### src/rtl/ones_pattern_gen_pkg.sv
// Shared constants, FSM state type and bit-counting helpers for the ones-pattern generator.
package ones_pkg;

  localparam int WIDTH = 8;
  localparam int CNT_W = 4;

  typedef enum logic [1:0] {
    IDLE   = 2'd0,
    SEARCH = 2'd1,
    EMIT   = 2'd2
  } state_t;

  // Four-bit result so that a full word (8 ones) is representable.
  function automatic logic [CNT_W-1:0] popcount(input logic [WIDTH-1:0] v);
    logic [CNT_W-1:0] cnt;
    cnt = '0;
    for (int i = 0; i < WIDTH; i++) begin
      cnt = cnt + CNT_W'(v[i]);
    end
    return cnt;
  endfunction

  // Largest word with k ones: k ones packed against the MSB.
  function automatic logic [WIDTH-1:0] top_word(input logic [CNT_W-1:0] k);
    logic [WIDTH-1:0] ones;
    ones = '1;
    if (k == '0) begin
      return '0;
    end
    return ones << (WIDTH - int'(k));
  endfunction

endpackage

### src/rtl/ones_pattern_gen_if.sv
// Request/response bundle between a requester and the ones-pattern generator.
interface ones_pattern_gen_if;
  import ones_pkg::*;

  logic             in_valid;
  logic             in_ready;
  logic [CNT_W-1:0] in_count;
  logic             out_valid;
  logic             out_ready;
  logic [WIDTH-1:0] out_data;
  logic             out_last;
  logic             busy;
  logic             err;

  // Driver side: issues requests and consumes words.
  modport master (
    output in_valid, in_count, out_ready,
    input  in_ready, out_valid, out_data, out_last, busy, err
  );

  // Generator side.
  modport slave (
    input  in_valid, in_count, out_ready,
    output in_ready, out_valid, out_data, out_last, busy, err
  );

endinterface

### src/rtl/ones_pattern_gen.sv
// Emits every 8-bit word with exactly k ones, in ascending order, one word per handshake.
module ones_pattern_gen #(
  parameter int WIDTH = 8,
  parameter int CNT_W = 4
) (
  input logic               clk,
  input logic               rst_n,
  ones_pattern_gen_if.slave bus
);
  import ones_pkg::*;

  state_t             r_state, w_state_next;
  logic [WIDTH-1:0]   r_cand, w_cand_next;
  logic [CNT_W-1:0]   r_k, w_k_next;
  logic [WIDTH-1:0]   r_data, w_data_next;
  logic               r_last, w_last_next;
  logic               r_err, w_err_next;

  always_ff @(posedge clk or negedge rst_n) begin
    if (!rst_n) begin
      r_state <= IDLE;
      r_cand  <= '0;
      r_k     <= '0;
      r_data  <= '0;
      r_last  <= 1'b0;
      r_err   <= 1'b0;
    end else begin
      r_state <= w_state_next;
      r_cand  <= w_cand_next;
      r_k     <= w_k_next;
      r_data  <= w_data_next;
      r_last  <= w_last_next;
      r_err   <= w_err_next;
    end
  end

  always_comb begin
    w_state_next = r_state;
    w_cand_next  = r_cand;
    w_k_next     = r_k;
    w_data_next  = r_data;
    w_last_next  = r_last;
    w_err_next   = 1'b0;
    case (r_state)
      IDLE: begin
        if (bus.in_valid) begin
          if (bus.in_count > CNT_W'(WIDTH)) begin
            w_err_next = 1'b1;
          end else begin
            w_k_next     = bus.in_count;
            w_cand_next  = '0;
            w_state_next = SEARCH;
          end
        end
      end
      SEARCH: begin
        // TOP(k) always matches before cand can wrap.
        if (popcount(r_cand) == r_k) begin
          w_data_next  = r_cand;
          w_last_next  = (r_cand == top_word(r_k));
          w_state_next = EMIT;
        end else begin
          w_cand_next = r_cand + WIDTH'(1);
        end
      end
      EMIT: begin
        if (bus.out_ready) begin
          if (r_last) begin
            w_state_next = IDLE;
          end else begin
            w_cand_next  = r_cand + WIDTH'(1);
            w_state_next = SEARCH;
          end
        end
      end
      default: begin
        w_state_next = IDLE;
      end
    endcase
  end

  assign bus.in_ready  = (r_state == IDLE);
  assign bus.out_valid = (r_state == EMIT);
  assign bus.busy      = (r_state != IDLE);
  assign bus.out_data  = r_data;
  assign bus.out_last  = r_last;
  assign bus.err       = r_err;

endmodule

### src/flat_wrapper.sv
// flat-port wrapper written by rule: the top's interface ports become plain ports
module ones_pattern_gen_flat import ones_pkg::*;
#(
  parameter int WIDTH = 8,
  parameter int CNT_W = 4
)
  (clk, rst_n, bus_in_valid, bus_in_count, bus_out_ready, bus_in_ready, bus_out_valid, bus_out_data, bus_out_last, bus_busy, bus_err);
  ones_pattern_gen_if bus_i ();
  input logic clk;
  input logic rst_n;
  input wire logic [$bits(bus_i.in_valid)-1:0] bus_in_valid;
  input wire logic [$bits(bus_i.in_count)-1:0] bus_in_count;
  input wire logic [$bits(bus_i.out_ready)-1:0] bus_out_ready;
  output wire logic [$bits(bus_i.in_ready)-1:0] bus_in_ready;
  output wire logic [$bits(bus_i.out_valid)-1:0] bus_out_valid;
  output wire logic [$bits(bus_i.out_data)-1:0] bus_out_data;
  output wire logic [$bits(bus_i.out_last)-1:0] bus_out_last;
  output wire logic [$bits(bus_i.busy)-1:0] bus_busy;
  output wire logic [$bits(bus_i.err)-1:0] bus_err;
  assign bus_i.in_valid = bus_in_valid;
  assign bus_i.in_count = bus_in_count;
  assign bus_i.out_ready = bus_out_ready;
  assign bus_in_ready = bus_i.in_ready;
  assign bus_out_valid = bus_i.out_valid;
  assign bus_out_data = bus_i.out_data;
  assign bus_out_last = bus_i.out_last;
  assign bus_busy = bus_i.busy;
  assign bus_err = bus_i.err;
  ones_pattern_gen #(.WIDTH(WIDTH), .CNT_W(CNT_W)) u_core (.clk(clk), .rst_n(rst_n), .bus(bus_i));
endmodule
### config.mk
export PLATFORM = sky130hd
export DESIGN_NAME = ones_pattern_gen_flat
export DESIGN_NICKNAME = d
export VERILOG_FILES = /design/src/rtl/ones_pattern_gen_pkg.sv /design/src/rtl/ones_pattern_gen_if.sv /design/src/rtl/ones_pattern_gen.sv /design/src/flat_wrapper.sv
export SDC_FILE = /design/constraint.sdc
export NUM_CORES = 1
export LEC_CHECK = 0
export CAP_MARGIN = 20
export CORE_ASPECT_RATIO = 0.7
export CORE_MARGIN = 2
export CORE_UTILIZATION = 49
export CTS_CLUSTER_SIZE = 40
export DETAILED_ROUTE_END_ITERATION = 10
export PLACE_DENSITY = 0.72
export SLEW_MARGIN = 20
export SYNTH_ARGS = -nofsm -noshare
export SYNTH_HDL_FRONTEND = slang
export SYNTH_SLANG_ARGS = --single-unit
### constraint.sdc
create_clock -name clk -period 5.84 [get_ports clk]
set_input_delay 1.46 -clock clk [delete_from_list [all_inputs] [get_ports clk]]
set_output_delay 1.46 -clock clk [all_outputs]
set_load 0.02 [all_outputs]
==> flow_metrics.env, run 1 <==
export IMPL_post_route_drc_count=0
export IMPL_synth_area_leaders="dfrtp_1 (35%), ha_1 (6.6%), mux2_2 (5.9%), fa_1 (4.7%), inv_1 (3.9%)"
export IMPL_yosysWarnings=0
export IMPL_p_clk_share_pct=14.6
export IMPL_layout_setup_ws_ns=1.41
export IMPL_worstMarginPinSlew_ns=0.811
export IMPL_ys_seq_area_share_pct=35.0
export IMPL_grt_max_degree=25
export IMPL_p_int_mw=0.565
export IMPL_p_comb_share_pct=58.0
export IMPL_drive_gt1_share_pct=9.28
export IMPL_peakVddDrop_uv=297
export IMPL_worstPathCellList="ha_1, inv_1, fa_1, fa_1, inv_1, fa_1, fa_1, xnor2_1, nand3_1, o211ai_1, or2_1, o21ai_0"
export IMPL_grt_overflow=0
export IMPL_use_met3_pct=4.19
export IMPL_gr_usage_met2_pct=35.4
export IMPL_grt_setup_unrepaired="false"
export IMPL_p_per_area_mw_per_mm2=518
export IMPL_syn_area_per_cell_sq_um=9.58
export IMPL_swShare_pct=45.3
export IMPL_clk_pin_slew_worst_paths_ns=0.09
export IMPL_grt_pass1_wl_microns=6220
export IMPL_row_count=17
export IMPL_yosys_area_top_type_share_pct=35.0
export IMPL_ios=21
export IMPL_power_leakage_nw=0.888
export IMPL_post_cts_buffers=0
export IMPL_max_stage_delay_ns=0.69
export IMPL_dp_slack_ns=1.41
export IMPL_reg2reg_to="u_core.r_cand[2]"
export IMPL_routed_wl_microns=3890
export IMPL_crit_path_start_kind="register"
export IMPL_crit_path_start="u_core.r_cand[0]"
export IMPL_placed_area_sq_mm=0.00193
export IMPL_hold_viol=0
export IMPL_synth_seq_cells=24
export IMPL_synthTopCellsByCount="dfrtp_1 (24), inv_1 (18), nand2_1 (11), o21ai_0 (11)"
export IMPL_numCtsBuffers=3
export IMPL_port_buffers=20
export IMPL_wl_per_cell_microns=16.1
export IMPL_rrSetupSlack_ns=1.41
export IMPL_arrival_ns=4.59
export IMPL_holdWs_ns=0.510
export IMPL_drt_iter0_drc=92
export IMPL_clockRootBuffer="clkbuf_8"
export IMPL_syn_num_nets=200
export IMPL_hold_class="reg -> reg"
export IMPL_die_area_sq_mm=0.00400
export IMPL_area_growth_pct=16.4
export IMPL_ff2ff_path_depth=12
export IMPL_place_congestion=0.850
export IMPL_syn_instance_count=179
export IMPL_clock_latency_ns=0.27
export IMPL_post_synth_top_count_cell="dfrtp_1"
export IMPL_cts_htree_levels=1
export IMPL_synth_top_cell_by_area="dfrtp_1"
export IMPL_post_cts_resized=0
export IMPL_grt_use_met1_pct=28.5
export IMPL_final_setup_skew_ns=0.00330
export IMPL_critPathKind="reg -> reg"
export IMPL_ys_flop_type="dfrtp_1"
export IMPL_max_slew_margin_pct=45.7
export IMPL_grt_antenna_before_repair=0
export IMPL_critPathRequiredTime_ns=5.99
export IMPL_postCtsHoldBufs=0
export IMPL_clock_sinks=24
export IMPL_vias=1403
export IMPL_final_core_util_pct=61.3
export IMPL_final_area_sq_mm=0.00200
export IMPL_grt_total_usage_pct=21.5
export IMPL_power_frac_seq_pct=27.4
export IMPL_core_area_sq_mm=0.00325
export IMPL_fin_nets=216
export IMPL_dr_pass1_iters=4
export IMPL_min_period_ns=4.43
export IMPL_multi_input_area_sq_mm=0.00100
export IMPL_crit_top_cell="fa_1"
export IMPL_final_seq_area_sq_um=601
export IMPL_setup_viol=0
export IMPL_status="complete, no violations"
export IMPL_first_global_vias=1276
export IMPL_final_min_period_over_clock_period_pct=75.9
export IMPL_slew_viol_final=0
export IMPL_die_y_microns=53.5
export IMPL_drv_cap=0
export IMPL_busiest_layer="met2"
export IMPL_clockBufferDepth=2
export IMPL_reg2reg_from="u_core.r_cand[0]"
export IMPL_placed_cells=237
export IMPL_endpoint="u_core.r_cand[2]"
export IMPL_synth_edf_count=0
export IMPL_fillers=279
export IMPL_yosysUniqueCellTypes=47
export IMPL_power_total_mw=1.03
export IMPL_end_kind="register"
export IMPL_finalSetupTns_ns=0
export IMPL_syn_cell_area_sq_mm=0.00171
export IMPL_async_flop_share_pct=100
export IMPL_cts_tree="yes"
export IMPL_via_per_inst=5.82
export IMPL_crit_path_top_delay_cell="o211ai_1"
export IMPL_p_switching_mw=0.468
export IMPL_diodes=0
export IMPL_final_antenna_net_count=0
export IMPL_place_hpwl_microns=2890
export IMPL_timing_fmax_mhz=226
export IMPL_critPathMaxFanout=12
export IMPL_die_w_microns=74.7
export IMPL_layout_cells_non_filler=241
export IMPL_start_util_pct=52.7
## state kept, by name (all words and copies together) (netlist names)
| signal | count |
|---|---|
| u_core.r_k | 4 |
| u_core.r_cand | 8 |
| u_core.r_state | 2 |
| u_core.bus.out_last | 1 |
| u_core.bus.err | 1 |
| u_core.bus.out_data | 8 |
## routing by layer
layer  share of wire, %  wire length, microns
met1                 49                  1900
met2                 45                  1770
met3                4.4                   170
met4                1.3                    50
met5                  0                     0
## cell usage in the layout, fill, tap and decap left out, drive strengths merged, types with 3 or more instances in the layout
cell,count
o21ai,12
fa,4
inv,18
a21oi,6
dfrtp,24
and3,3
a21o,3
clkbuf,3
nor3b,3
nand2,11
nor2b,5
mux2,9
o31ai,6
ha,9
o22a,3
clkdlybuf4s50,19
nand3,9
nor2,9
## kinds of logic after synthesis
logic type	synth area share, %
adder cells (fa/ha/maj)	11.2
multiplexers	5.91
flip-flops	35.0
AND/OR/NAND/NOR	15.5
AO/OA/AOI/OAI	22.5
buffers and inverters	6.50
XOR/XNOR	3.36
## final cells by class
cell class	instances	share of cell area (%)
Multi-Input combinational cell	128	50.2
Tap cell	47	2.95
Clock buffer	3	2.07
Inverter	18	3.39
Timing Repair Buffer	20	9.78
Clock inverter	1	1.50
Sequential cell	24	30.1
## power by group through the flow
stage	logic, mW	registers [mW]	clock network [mW]
6_report	0.600	0.284	0.150
5_1_grt	0.661	0.291	0.159
2_1_floorplan	0.446	0.270	0
4_1_cts	0.594	0.282	0.154
3_3_place_gp	0.567	0.281	0
3_5_place_dp	0.589	0.286	0
## worst max-delay path, delay by kind of cell, from the launching register on
family / cells / cell delay (ns)
compound gates: 2 / 0.81
xor+xnor: 1 / 0.12
fa+ha+maj: 5 / 2.31
buf+inv: 2 / 0.14
flops: 1 / 0.49
simple gates: 2 / 0.42
## worst min-delay path by stage
| stage | startpoint | cells past startpoint | end |
|---|---|---|---|
| 6_report | u_core.bus.out_data[4] | 1 | u_core.bus.out_data[4] |
| 5_1_grt | u_core.bus.out_data[4] | 1 | u_core.bus.out_data[4] |
| 4_1_cts | u_core.bus.out_data[4] | 1 | u_core.bus.out_data[4] |
| 3_5_place_dp | u_core.bus.out_data[4] | 1 | u_core.bus.out_data[4] |
| 3_3_place_gp | u_core.bus.out_data[4] | 1 | u_core.bus.out_data[4] |
| 2_1_floorplan | u_core.r_cand[7] | 2 | u_core.r_cand[7] |
No activity file was read; power rests on OpenSTA's default activity.
==> run 2, diff against run 1 <==
==> constraint.sdc (replaced) <==
create_clock -name clk -period 4.1 [get_ports clk]
set_input_delay 1.025 -clock clk [delete_from_list [all_inputs] [get_ports clk]]
set_output_delay 1.025 -clock clk [all_outputs]
set_load 0.02 [all_outputs]
==> flow_metrics.env, run 2 (synthesized netlist as in run 1, its figures left out) <==
export IMPL_p_per_area_mw_per_mm2=717
export IMPL_max_slew_margin_pct=57.9
export IMPL_clock_sinks=24
export IMPL_rrSetupSlack_ns=0.22
export IMPL_vias=1462
export IMPL_cts_htree_levels=1
export IMPL_final_core_util_pct=62.9
export IMPL_place_hpwl_microns=2960
export IMPL_place_congestion=0.909
export IMPL_dr_pass1_iters=4
export IMPL_final_min_period_over_clock_period_pct=94.7
export IMPL_holdWs_ns=0.510
export IMPL_endpoint="u_core.r_state[0]"
export IMPL_final_cell_mix="dfrtp_1 (24), clkdlybuf4s50_1 (19), inv_1 (18)"
export IMPL_final_setup_skew_ns=0.00483
export IMPL_hold_viol=0
export IMPL_cts_tree="yes"
export IMPL_via_per_inst=5.87
export IMPL_grt_overflow=0
export IMPL_die_area_sq_mm=0.00400
export IMPL_p_int_mw=0.802
export IMPL_setup_viol=0
export IMPL_grt_total_usage_pct=22.2
export IMPL_fillers=281
export IMPL_area_growth_pct=19.4
export IMPL_die_y_microns=53.5
export IMPL_power_total_mw=1.47
export IMPL_clk_pin_slew_worst_paths_ns=0.09
export IMPL_critPathKind="reg -> reg"
export IMPL_timing_fmax_mhz=258
export IMPL_grt_setup_unrepaired="false"
export IMPL_reg2reg_to="u_core.r_state[0]"
export IMPL_slew_viol_final=0
export IMPL_port_buffers=20
export IMPL_final_antenna_net_count=0
export IMPL_drt_iter0_drc=87
export IMPL_power_frac_seq_pct=26.1
export IMPL_swShare_pct=45.4
export IMPL_fin_nets=224
export IMPL_critPathRequiredTime_ns=4.30
export IMPL_worstMarginPinSlew_ns=0.630
export IMPL_post_route_drc_count=0
export IMPL_grt_antenna_before_repair=0
export IMPL_p_comb_share_pct=62.5
export IMPL_drv_cap=0
export IMPL_grt_pass1_wl_microns=6450
export IMPL_ff2ff_path_depth=12
export IMPL_clock_latency_ns=0.27
export IMPL_status="complete, no violations"
export IMPL_start_util_pct=52.7
export IMPL_p_switching_mw=0.666
export IMPL_multi_input_area_sq_mm=0.00101
export IMPL_clockBufferDepth=2
export IMPL_wl_per_cell_microns=15.4
export IMPL_crit_path_start="u_core.r_cand[0]"
export IMPL_finalSetupTns_ns=0
export IMPL_final_seq_area_sq_um=601
export IMPL_p_clk_share_pct=11.4
export IMPL_arrival_ns=4.08
export IMPL_crit_path_start_kind="register"
export IMPL_routed_wl_microns=3850
export IMPL_row_count=17
export IMPL_numCtsBuffers=3
export IMPL_final_common_cell="dfrtp_1"
export IMPL_reg2reg_from="u_core.r_cand[0]"
export IMPL_peakVddDrop_uv=594
export IMPL_min_period_ns=3.88
export IMPL_ios=21
export IMPL_first_global_vias=1361
export IMPL_end_kind="register"
export IMPL_power_leakage_nw=0.921
export IMPL_die_w_microns=74.7
export IMPL_hold_class="reg -> reg"
export IMPL_diodes=0
export IMPL_drive_gt1_share_pct=13.9
export IMPL_clockRootBuffer="clkbuf_8"
export IMPL_core_area_sq_mm=0.00325
export IMPL_critPathMaxFanout=3
export IMPL_grt_max_degree=25
-- run 2: changes by cell type in the layout (fill, tap and decap cells not counted), sizes merged --
cell    change
bufinv      -1
clkbuf      +1
buf         +8
-- run 2: per-stage QoR --
step	cell area, sq um	cells	setup slack [ns]
floorplan	1710	179	0.278
global placement	1980	244	0.257
detailed placement	1980	244	0.120
CTS	2040	248	0.102
global route	2050	249	0.0127
finish	2050	249	0.218
-- run 2: timing repair --
| item | CTS | global route |
|---|---|---|
| hold buffers | 0 | 0 |
| setup buffers | 0 | 1 |
| resized for setup | 0 | 2 |
| endpoints found under the setup margin | 0 | 11 |
-- run 2: power groups by stage --
| stage | combinational (mW) | sequential, mW | clock, mW |
|---|---|---|---|
| floorplan | 0.636 | 0.385 | 0 |
| global placement | 0.857 | 0.383 | 0 |
| detailed placement | 0.890 | 0.387 | 0 |
| CTS | 0.900 | 0.381 | 0.170 |
| global route | 1.01 | 0.397 | 0.178 |
| finish | 0.917 | 0.383 | 0.167 |
-- run 2: per-layer routing --
layer	wire, microns	part of all wire (%)	up-vias	track usage, %
met5	0	0	-	0
met4	59	1.5	0	6.85
met3	262	6.8	8	4.38
met2	1710	44	51	34.2
met1	1810	47	704	31.4
li1	-	-	699	-
-- run 2: worst min path at each step --
stage | cells after the start | end | startpoint | slack [ns]
3_5_place_dp | 1 | u_core.bus.out_data[3] | u_core.bus.out_data[3] | 0.50
4_1_cts | 1 | u_core.bus.out_data[3] | u_core.bus.out_data[3] | 0.51
6_report | 1 | u_core.bus.out_data[0] | u_core.bus.out_data[0] | 0.51
5_1_grt | 1 | u_core.bus.out_data[3] | u_core.bus.out_data[3] | 0.52
2_1_floorplan | 2 | u_core.r_cand[7] | u_core.r_cand[7] | 0.49
3_3_place_gp | 1 | u_core.bus.out_data[3] | u_core.bus.out_data[3] | 0.49
-- run 2: area by class of cell --
type | count | share of cell area, %
Tap cell | 47 | 2.87
Multi-Input combinational cell | 128 | 49.3
Inverter | 18 | 3.30
Sequential cell | 24 | 29.3
Clock buffer | 4 | 2.69
Timing Repair Buffer | 28 | 12.5
-- run 2: critical path: stages (launching register included) --
cell and delay, ns:
dfrtp_1 0.39, ha_1 0.29, inv_1 0.09, fa_1 0.44, fa_1 0.54, inv_1 0.06
fa_2 0.41, fa_1 0.47, xnor2_1 0.21, nand3_2 0.12, a221o_1 0.30, a2111o_1 0.41
o21ai_0 0.08
